$ cat src/rtl/cpu_ram.sv
// Tiny 4-bit accumulator CPU executing one instruction per clock.
// Instructions are fetched from a 256x8 RAM that can be written while the CPU runs.
module cpu_ram (
    input  logic       clk,
    input  logic       reset,
    input  logic [3:0] btn,
    output logic [3:0] led,
    input  logic       write_req,
    input  logic [7:0] w_addr,
    input  logic [7:0] w_data,
    output logic [3:0] pc
);

    typedef enum logic [3:0] {
        OP_ADD_A  = 4'b0000,
        OP_MOV_AB = 4'b0001,
        OP_IN_A   = 4'b0010,
        OP_MOV_AI = 4'b0011,
        OP_MOV_BA = 4'b0100,
        OP_ADD_B  = 4'b0101,
        OP_IN_B   = 4'b0110,
        OP_MOV_BI = 4'b0111,
        OP_OUT_B  = 4'b1001,
        OP_OUT_IM = 4'b1011,
        OP_JNC    = 4'b1110,
        OP_JMP    = 4'b1111
    } opcode_e;

    logic [7:0] mem_q [256];

    logic [3:0] a_q, a_d;
    logic [3:0] b_q, b_d;
    logic       c_q, c_d;
    logic [3:0] pc_q, pc_d;
    logic [3:0] led_q, led_d;

    logic [7:0] instr;
    logic [3:0] opcode;
    logic [3:0] imm;
    logic [4:0] sum_a;
    logic [4:0] sum_b;

    // NOTE: the program memory has no reset; contents must survive a CPU reset.
    always_ff @(posedge clk) begin
        if (write_req) begin
            mem_q[w_addr] <= w_data;
        end
    end

    // The fetch sees the pre-edge contents, so a same-cycle write to the fetched
    // address only affects the next visit to that address.
    assign instr  = mem_q[{4'b0000, pc_q}];
    assign opcode = instr[7:4];
    assign imm    = instr[3:0];
    assign sum_a  = {1'b0, a_q} + {1'b0, imm};
    assign sum_b  = {1'b0, b_q} + {1'b0, imm};

    // NOTE: every next-state signal gets a default first, so no latch is inferred.
    always_comb begin
        a_d   = a_q;
        b_d   = b_q;
        c_d   = 1'b0;
        led_d = led_q;
        pc_d  = pc_q + 4'd1;
        case (opcode)
            OP_ADD_A: begin
                a_d = sum_a[3:0];
                c_d = sum_a[4];
            end
            OP_ADD_B: begin
                b_d = sum_b[3:0];
                c_d = sum_b[4];
            end
            OP_MOV_AB: a_d   = b_q;
            OP_IN_A:   a_d   = btn;
            OP_MOV_AI: a_d   = imm;
            OP_MOV_BA: b_d   = a_q;
            OP_IN_B:   b_d   = btn;
            OP_MOV_BI: b_d   = imm;
            OP_OUT_B:  led_d = b_q;
            OP_OUT_IM: led_d = imm;
            OP_JNC:    if (!c_q) pc_d = imm;
            OP_JMP:    pc_d  = imm;
            default:   ;
        endcase
    end

    // NOTE: sequential state uses non-blocking assignments only.
    always_ff @(posedge clk) begin
        if (!reset) begin
            a_q   <= 4'd0;
            b_q   <= 4'd0;
            c_q   <= 1'b0;
            pc_q  <= 4'd0;
            led_q <= 4'd0;
        end else begin
            a_q   <= a_d;
            b_q   <= b_d;
            c_q   <= c_d;
            pc_q  <= pc_d;
            led_q <= led_d;
        end
    end

    assign led = led_q;
    assign pc  = pc_q;

endmodule

$ cat config.mk
export PLATFORM = sky130hd
export DESIGN_NAME = cpu_ram
export DESIGN_NICKNAME = d
export VERILOG_FILES = /design/src/rtl/cpu_ram.sv
export SDC_FILE = /design/constraint.sdc
export NUM_CORES = 1
export LEC_CHECK = 0
export BUFFER_PORTS_ARGS = -buffer_cell sky130_fd_sc_hd__buf_2
export CAP_MARGIN = 20
export CORE_MARGIN = 2
export CORE_UTILIZATION = 50
export DETAILED_ROUTE_END_ITERATION = 8
export GPL_TIMING_DRIVEN = 0
export PLACE_DENSITY = 0.72
export SLEW_MARGIN = 20
export SYNTH_ARGS = -nofsm -noshare
export SYNTH_HDL_FRONTEND = slang
export SYNTH_SLANG_ARGS = --single-unit
$ cat constraint.sdc
create_clock -name clk -period 5.18 [get_ports clk]
set_clock_uncertainty 0.15 [all_clocks]
set_input_delay 0 -clock clk [delete_from_list [all_inputs] [get_ports clk]]
set_output_delay 0 -clock clk [all_outputs]
set_load 0.02 [all_outputs]
==> flow_summary_export.csv, run 1 <==
group,metric,value,unit
worst_setup_path,crit_top_cell,"mux4_2",
worst_setup_path,reg2reg_setup_slack,1.32,ns
finish,num_antenna_cells,0,
timing,finalSetupTns,0,ns
timing,clock.fmax,259,MHz
cts,cts-root-buf,"clkbuf_16",
worst_setup_path,cp-startpoint,"pc[1]",
logic_synthesis,ys_warn_count,0,
cts,clockBufferDepth,2,
grt,met2_usage,33.8,%
worst_setup_path,r2r_end,"a_q[2]",
grt,grt_use_met1,28.8,%
finish,seq_area,4180,sq um
floorplan,ios,31,
worst_setup_path,r2r-start,"pc[1]",
cts,h-tree-depth,4,
place,place_ws,1.31,ns
detailed_routing,vias,3550,
status,outcome,"completed",
worst_setup_path,path_delay_family,"multiplexers",
detailed_routing,post_drt_wl_per_cell,22.1,um
timing,period_minus_slack,3.86,ns
worst_setup_path,path_cells,"clkbuf_1 > buf_2 > mux4_2 > mux4_2 > ha_1 > fa_1 > xor2_1 > a21oi_1 > o31ai_1 > o221a_1",
detailed_routing,final_antenna_net_count,0,
detailed_routing,wirelength,12900,um
worst_setup_path,crit_slowest_cell,"mux4_2",
worst_setup_path,slowest_delay,0.60,ns
worst_setup_path,end_kind,"flop",
logic_synthesis,async_flop_share,0,%
power,powerDensity,542,nW/um^2
floorplan,dieArea,13200,sq um
grt,grt-ovfl-total,0,
detailed_routing,drt-initial-drc-count,387,
worst_setup_path,crit_end,"a_q[2]",
worst_setup_path,startpoint_type,"flop",
logic_synthesis,ys.flop_type,"edfxtp_1",
cts,numCtsBuffers,17,
grt,grt_max_degree,17,
cts,cts_resized,0,
detailed_routing,via_per_inst,6.07,
timing,rsz0062_at_grt,"false",
power,ir_drop,322,uV
power,p_leak,2.49,nW
worst_setup_path,critPathMaxFanout,10,
place,dpl.hpwl,8450,um
grt,grt_pass1_wl,19800,um
worst_setup_path,reg2reg_depth,10,
timing,hold_violations,0,
grt,antenna_found_initial,0,
worst_setup_path,crit_arrival,4.02,ns
finish,multi_input_area,1890,sq um
logic_synthesis,synth_cell_types,45,
floorplan,die_x,115,um
timing,worst_slack,1.32,ns
worst_hold_path,hold_class,"in2reg",
worst_setup_path,critPathKind,"reg2reg",
timing,whs,0.0516,ns
detailed_routing,drc,0,
grt,grt_pass1_vias,3485,
logic_synthesis,netlist_instances,354,
finish,fillers,881,
worst_setup_path,path_buf_inv,2,
floorplan,std_cell_rows,40,
worst_hold_path,hold_depth,4,
timing,tightest_slew,0.936,ns
detailed_routing,first_pass_iters,5,
cts,clkLatencyLatePin,0.42,ns
logic_synthesis,ys_seq_area_share,68.1,%
floorplan,core,12000,sq um
logic_synthesis,synthesis.area,6140,sq um
grt,grtUsageMet3,5.75,%
logic_synthesis,ys_seq_elements,145,
cts,clkTransAtPathRegs,0.06,ns
finish,area_delta_synth_final,18.4,%
logic_synthesis,avgSynthCellArea,17.3,sq um
floorplan,die_h,115,um
finish,drive_gt1_share,25.3,%
job,maxCapViolations,0,
cts,clock-sinks,145,
worst_setup_path,cp.depth,10,
timing,report.final.slew_viol_count,0,
logic_synthesis,synth_edf_count,128,
logic_synthesis,syn-num-nets,388,
place,port-buffer-count,30,
timing,timing.final.crit_share,74.6,%
cts,cts_tree,"yes",
place,place.gp.congestion,0.831,
worst_setup_path,required,5.34,ns
timing,setup_viol,0,
grt,gr-max-usage-layer,"met2",
finish,finish.net_count,460,
floorplan,start_util,51.1,%
timing,maxSlewHeadroom,37.4,%
grt,grtUsageTotal,21.2,%
[cells in the mapped netlist (2+ instances only)]
library cell  instances  area [sq um]
o21ai_0              16          80.1
dfxtp_1              17           340
nor2b_1               4          25.0
o211a_1               4          40.0
clkbuf_1              4          15.0
mux2i_1              11           110
nand3_1              14          70.1
xor2_1                4          35.0
o31ai_1               2          15.0
buf_4                 2          15.0
xnor2_1               2          17.5
a21oi_1               7          35.0
a21o_1                9          67.6
o221a_1               2          22.5
a22oi_1               4          30.0
or3_1                 2          12.5
nor2_1               17          63.8
mux4_2               33           743
nand2b_1              3          18.8
nor3_1                6          30.0
buf_6                 2          22.5
a32oi_1               3          26.3
ha_1                  9           113
a31oi_1               6          37.5
fa_1                  2          40.0
buf_2                 6          30.0
nand2_1              18          67.6
edfxtp_1            128          3840
[power by group]
part / leakage [nW] / total [mW] / switching, mW / internal, mW
clock: 0.264 / 1.15 / 0.443 / 0.706
combinational: 0.939 / 1.39 / 0.778 / 0.613
sequential: 1.29 / 1.40 / 0.0646 / 1.33
[worst min path at each step]
stage,end,from,slack [ns]
2_1_floorplan,mem_q[0][0],w_data[0],-0.05
3_3_place_gp,b_q[1],btn[1],0.16
3_5_place_dp,b_q[1],btn[1],0.18
4_1_cts,mem_q[3][6],w_addr[6],0.02
5_1_grt,mem_q[3][6],write_req,0.07
6_report,mem_q[3][6],w_addr[6],0.05
[layout make-up]
type                            instances  area share (%)
Sequential cell                       145            57.6
Multi-Input combinational cell        194            26.0
Clock buffer                           22            6.11
Timing Repair Buffer                   53            5.09
Tap cell                              147            2.53
Clock inverter                          9            1.51
Buffer                                 15            1.19
[sequential cells by signal (all words and copies together) (netlist names)]
name and cells:
led 4, a_q 4, pc 4, mem_q 128, c_q 1, b_q 4
[logic make-up (layout without fill, tap and decap cells)]
logic type / Yosys count / count (layout) / share of synthesized area, %
compound gates: 61 / 61 / 7.01
xor+xnor: 6 / 6 / 0.856
fa+ha+maj: 11 / 11 / 2.49
buf+inv: 15 / 99 / 1.41
flops: 145 / 145 / 68.1
mux: 46 / 46 / 14.5
simple gates: 70 / 70 / 5.60
[cells in the final DEF, fill, tap and decap left out, types with 2 or more instances in the layout]
| cell type | n |
|---|---|
| xor2_1 | 4 |
| buf_4 | 6 |
| buf_6 | 2 |
| mux2i_1 | 11 |
| buf_2 | 36 |
| dfxtp_1 | 17 |
| o31ai_1 | 2 |
| bufinv_16 | 2 |
| a21oi_1 | 7 |
| nor3_2 | 4 |
| o21ai_0 | 16 |
| dlygate4sd3_1 | 19 |
| a31oi_1 | 6 |
| clkbuf_1 | 9 |
| nand2_1 | 18 |
| o211a_1 | 4 |
| a22oi_1 | 4 |
| clkinv_4 | 3 |
| o221a_1 | 2 |
| nor2_1 | 17 |
| mux4_2 | 33 |
| clkbuf_16 | 17 |
| nand2b_1 | 3 |
| edfxtp_1 | 128 |
| a32oi_1 | 3 |
| or3_1 | 2 |
| nor2b_1 | 4 |
| nor3_1 | 2 |
| fa_1 | 2 |
| xnor2_1 | 2 |
| a21o_1 | 9 |
| ha_1 | 9 |
| nand3_1 | 14 |
| clkinv_1 | 2 |
[per-layer routing]
| metal | vias to the layer above | share of wire, % |
|---|---|---|
| met5 | - | 0 |
| met1 | 1835 | 45 |
| met2 | 113 | 50 |
| li1 | 1590 | - |
| met4 | 0 | 0.89 |
| met3 | 12 | 4.7 |
[worst min-delay path, cell delays in order]
cell	delay, ns
buf_2	0.07
nor4_1	0.05
nand4_1	0.19
nor3_2	0.13
[metrics by stage]
step	power, mW	utilization [%]	instance area [sq um]	std cells
finish	3.94	60.5	7270	585
global route	4.13	60.5	7270	585
CTS	3.94	60.5	7270	585
global placement	2.75	53.9	6470	531
floorplan	2.44	-	6140	354
detailed placement	2.78	54.3	6530	535
[what timing repair did]
action                                 CTS  global route
hold buffers                            19             0
buffers inserted                         0             0
endpoints found under the hold margin  151             0
Power figures use the tool's default switching activity.
==> inputs of run 2 (changes only) <==
Clock period 5.18 ns to 3.75 ns, I/O delays scaled along.
==> flow_summary_export.csv, run 2 (synthesis gave the netlist of run 1 again) <==
group,metric,value,unit
worst_setup_path,startpoint_type,"flop",
finish,largest_reg_flops,128,
cts,clkTransAtPathRegs,0.06,ns
worst_hold_path,hold_class,"in2reg",
worst_hold_path,hold_path_end,"mem_q[3][6]",
finish,num_antenna_cells,0,
place,dpl.hpwl,8450,um
finish,area_delta_synth_final,18.6,%
worst_hold_path,hold_depth,4,
timing,hold_violations,0,
floorplan,ios,31,
place,place.gp.congestion,0.831,
grt,grt-ovfl-total,0,
place,port-buffer-count,30,
finish,multi_input_area,1890,sq um
timing,tightest_slew,0.932,ns
grt,grt_pass1_wl,19800,um
grt,antenna_found_initial,0,
cts,clkLatencyLatePin,0.42,ns
finish,drive_gt1_share,25.6,%
timing,clock.fmax,282,MHz
timing,report.final.slew_viol_count,0,
finish,final_common_cell,"edfxtp_1",
detailed_routing,drt-initial-drc-count,393,
timing,worst_slack,0.202,ns
worst_setup_path,critPathKind,"reg2reg",
timing,setup_viol,0,
cts,cts-root-buf,"clkbuf_16",
grt,grt_pass1_vias,3483,
cts,clock-sinks,145,
power,p_leak,2.50,nW
floorplan,start_util,51.1,%
finish,largest_register,"mem_q",
detailed_routing,via_per_inst,6.08,
cts,clockBufferDepth,2,
worst_setup_path,required,3.95,ns
finish,layout.cells.non_filler,585,
worst_setup_path,r2r_end,"b_q[3]",
status,outcome,"completed",
grt,grtUsageTotal,21.1,%
worst_setup_path,reg2reg_setup_slack,0.20,ns
finish,final_cell_mix,"128 x edfxtp_1, 36 x buf_2, 33 x mux4_2, 19 x dlygate4sd3_1, 18 x nand2_1",
floorplan,die_x,115,um
finish,fillers,884,
cts,cts_tree,"yes",
job,maxCapViolations,0,
floorplan,std_cell_rows,40,
floorplan,core,12000,sq um
timing,period_minus_slack,3.55,ns
finish,finish.net_count,460,
detailed_routing,wirelength,13000,um
detailed_routing,final_antenna_net_count,0,
timing,finalSetupTns,0,ns
detailed_routing,first_pass_iters,5,
finish,design_area,7280,sq um
place,dp.cells,535,
worst_setup_path,end_kind,"flop",
cts,numCtsBuffers,17,
detailed_routing,vias,3559,
detailed_routing,post_drt_wl_per_cell,22.2,um
timing,maxSlewHeadroom,37.7,%
power,p_total,5.47,mW
place,placed_area,6530,sq um
place,place_ws,-0.123,ns
finish,seq_area,4180,sq um
grt,grt_max_degree,20,
worst_setup_path,critPathMaxFanout,19,
worst_hold_path,min_from,"w_addr[6]",
worst_setup_path,r2r-start,"pc[0]",
power,powerDensity,751,nW/um^2
cts,h-tree-depth,4,
floorplan,die_h,115,um
worst_setup_path,crit_arrival,3.74,ns
power,ir_drop,472,uV
floorplan,dieArea,13200,sq um
detailed_routing,drc,0,
timing,rsz0062_at_grt,"false",
worst_setup_path,reg2reg_depth,11,
timing,timing.final.crit_share,94.6,%
==> run 2: worst max path at each step <==
| stage | startpoint | to | slack, ns | cells after the start |
|---|---|---|---|---|
| 3_5_place_dp | pc[1] | a_q[2] | -0.12 | 10 |
| 6_report | pc[0] | b_q[3] | 0.20 | 11 |
| 5_1_grt | pc[0] | a_q[2] | 0.03 | 10 |
| 4_1_cts | pc[0] | a_q[2] | 0.08 | 10 |
| 3_3_place_gp | pc[1] | b_q[2] | -0.14 | 10 |
| 2_1_floorplan | pc[0] | b_q[2] | 0.20 | 11 |
==> run 2: stage by stage <==
stage | utilization (%) | hold slack, ns
detailed placement | 54.3 | 0.178
floorplan | - | -0.0511
global placement | 53.9 | 0.155
finish | 60.6 | 0.0521
CTS | 60.5 | 0.0158
global route | 60.6 | 0.0691
==> run 2: repair_timing <==
| action | in CTS | in global routing |
|---|---|---|
| buffers inserted | 0 | 1 |
| endpoints found under the setup margin | 6 | 5 |
| hold endpoints to repair | 151 | 0 |
| hold buffers | 19 | 0 |
| resized for setup | 1 | 4 |
==> run 2: area by class of cell <==
type                    instances  area share (%)
flip-flops and latches        145            57.5
multi-input cells             194            26.0
clock buffers                  22            6.10
repair buffers                 54            5.19
well taps                     147            2.53
clock inverters                 9            1.51
plain buffers                  14            1.25
==> run 2: power breakdown <==
part | switching, mW | internal, mW | leakage [nW]
Sequential | 0.0900 | 1.84 | 1.29
Combinational | 1.08 | 0.862 | 0.945
Clock | 0.618 | 0.975 | 0.264
Total | 1.79 | 3.68 | 2.50
==> run 2: metal layers <==
metal	global-route usage, %	wire (um)
met4	6.91	136
met3	5.75	603
met2	33.8	6440
met1	28.6	5800
met5	0	0
==> run 2: worst max-delay path, cell delays in order, from the launching register on <==
cell,delay [ns]
dfxtp_1,0.41
buf_6,0.23
buf_12,0.22
mux4_2,0.55
mux4_2,0.63
ha_1,0.32
a21o_1,0.18
a21oi_1,0.18
xnor2_1,0.14
nand3_1,0.09
a21o_1,0.19
a31oi_1,0.16
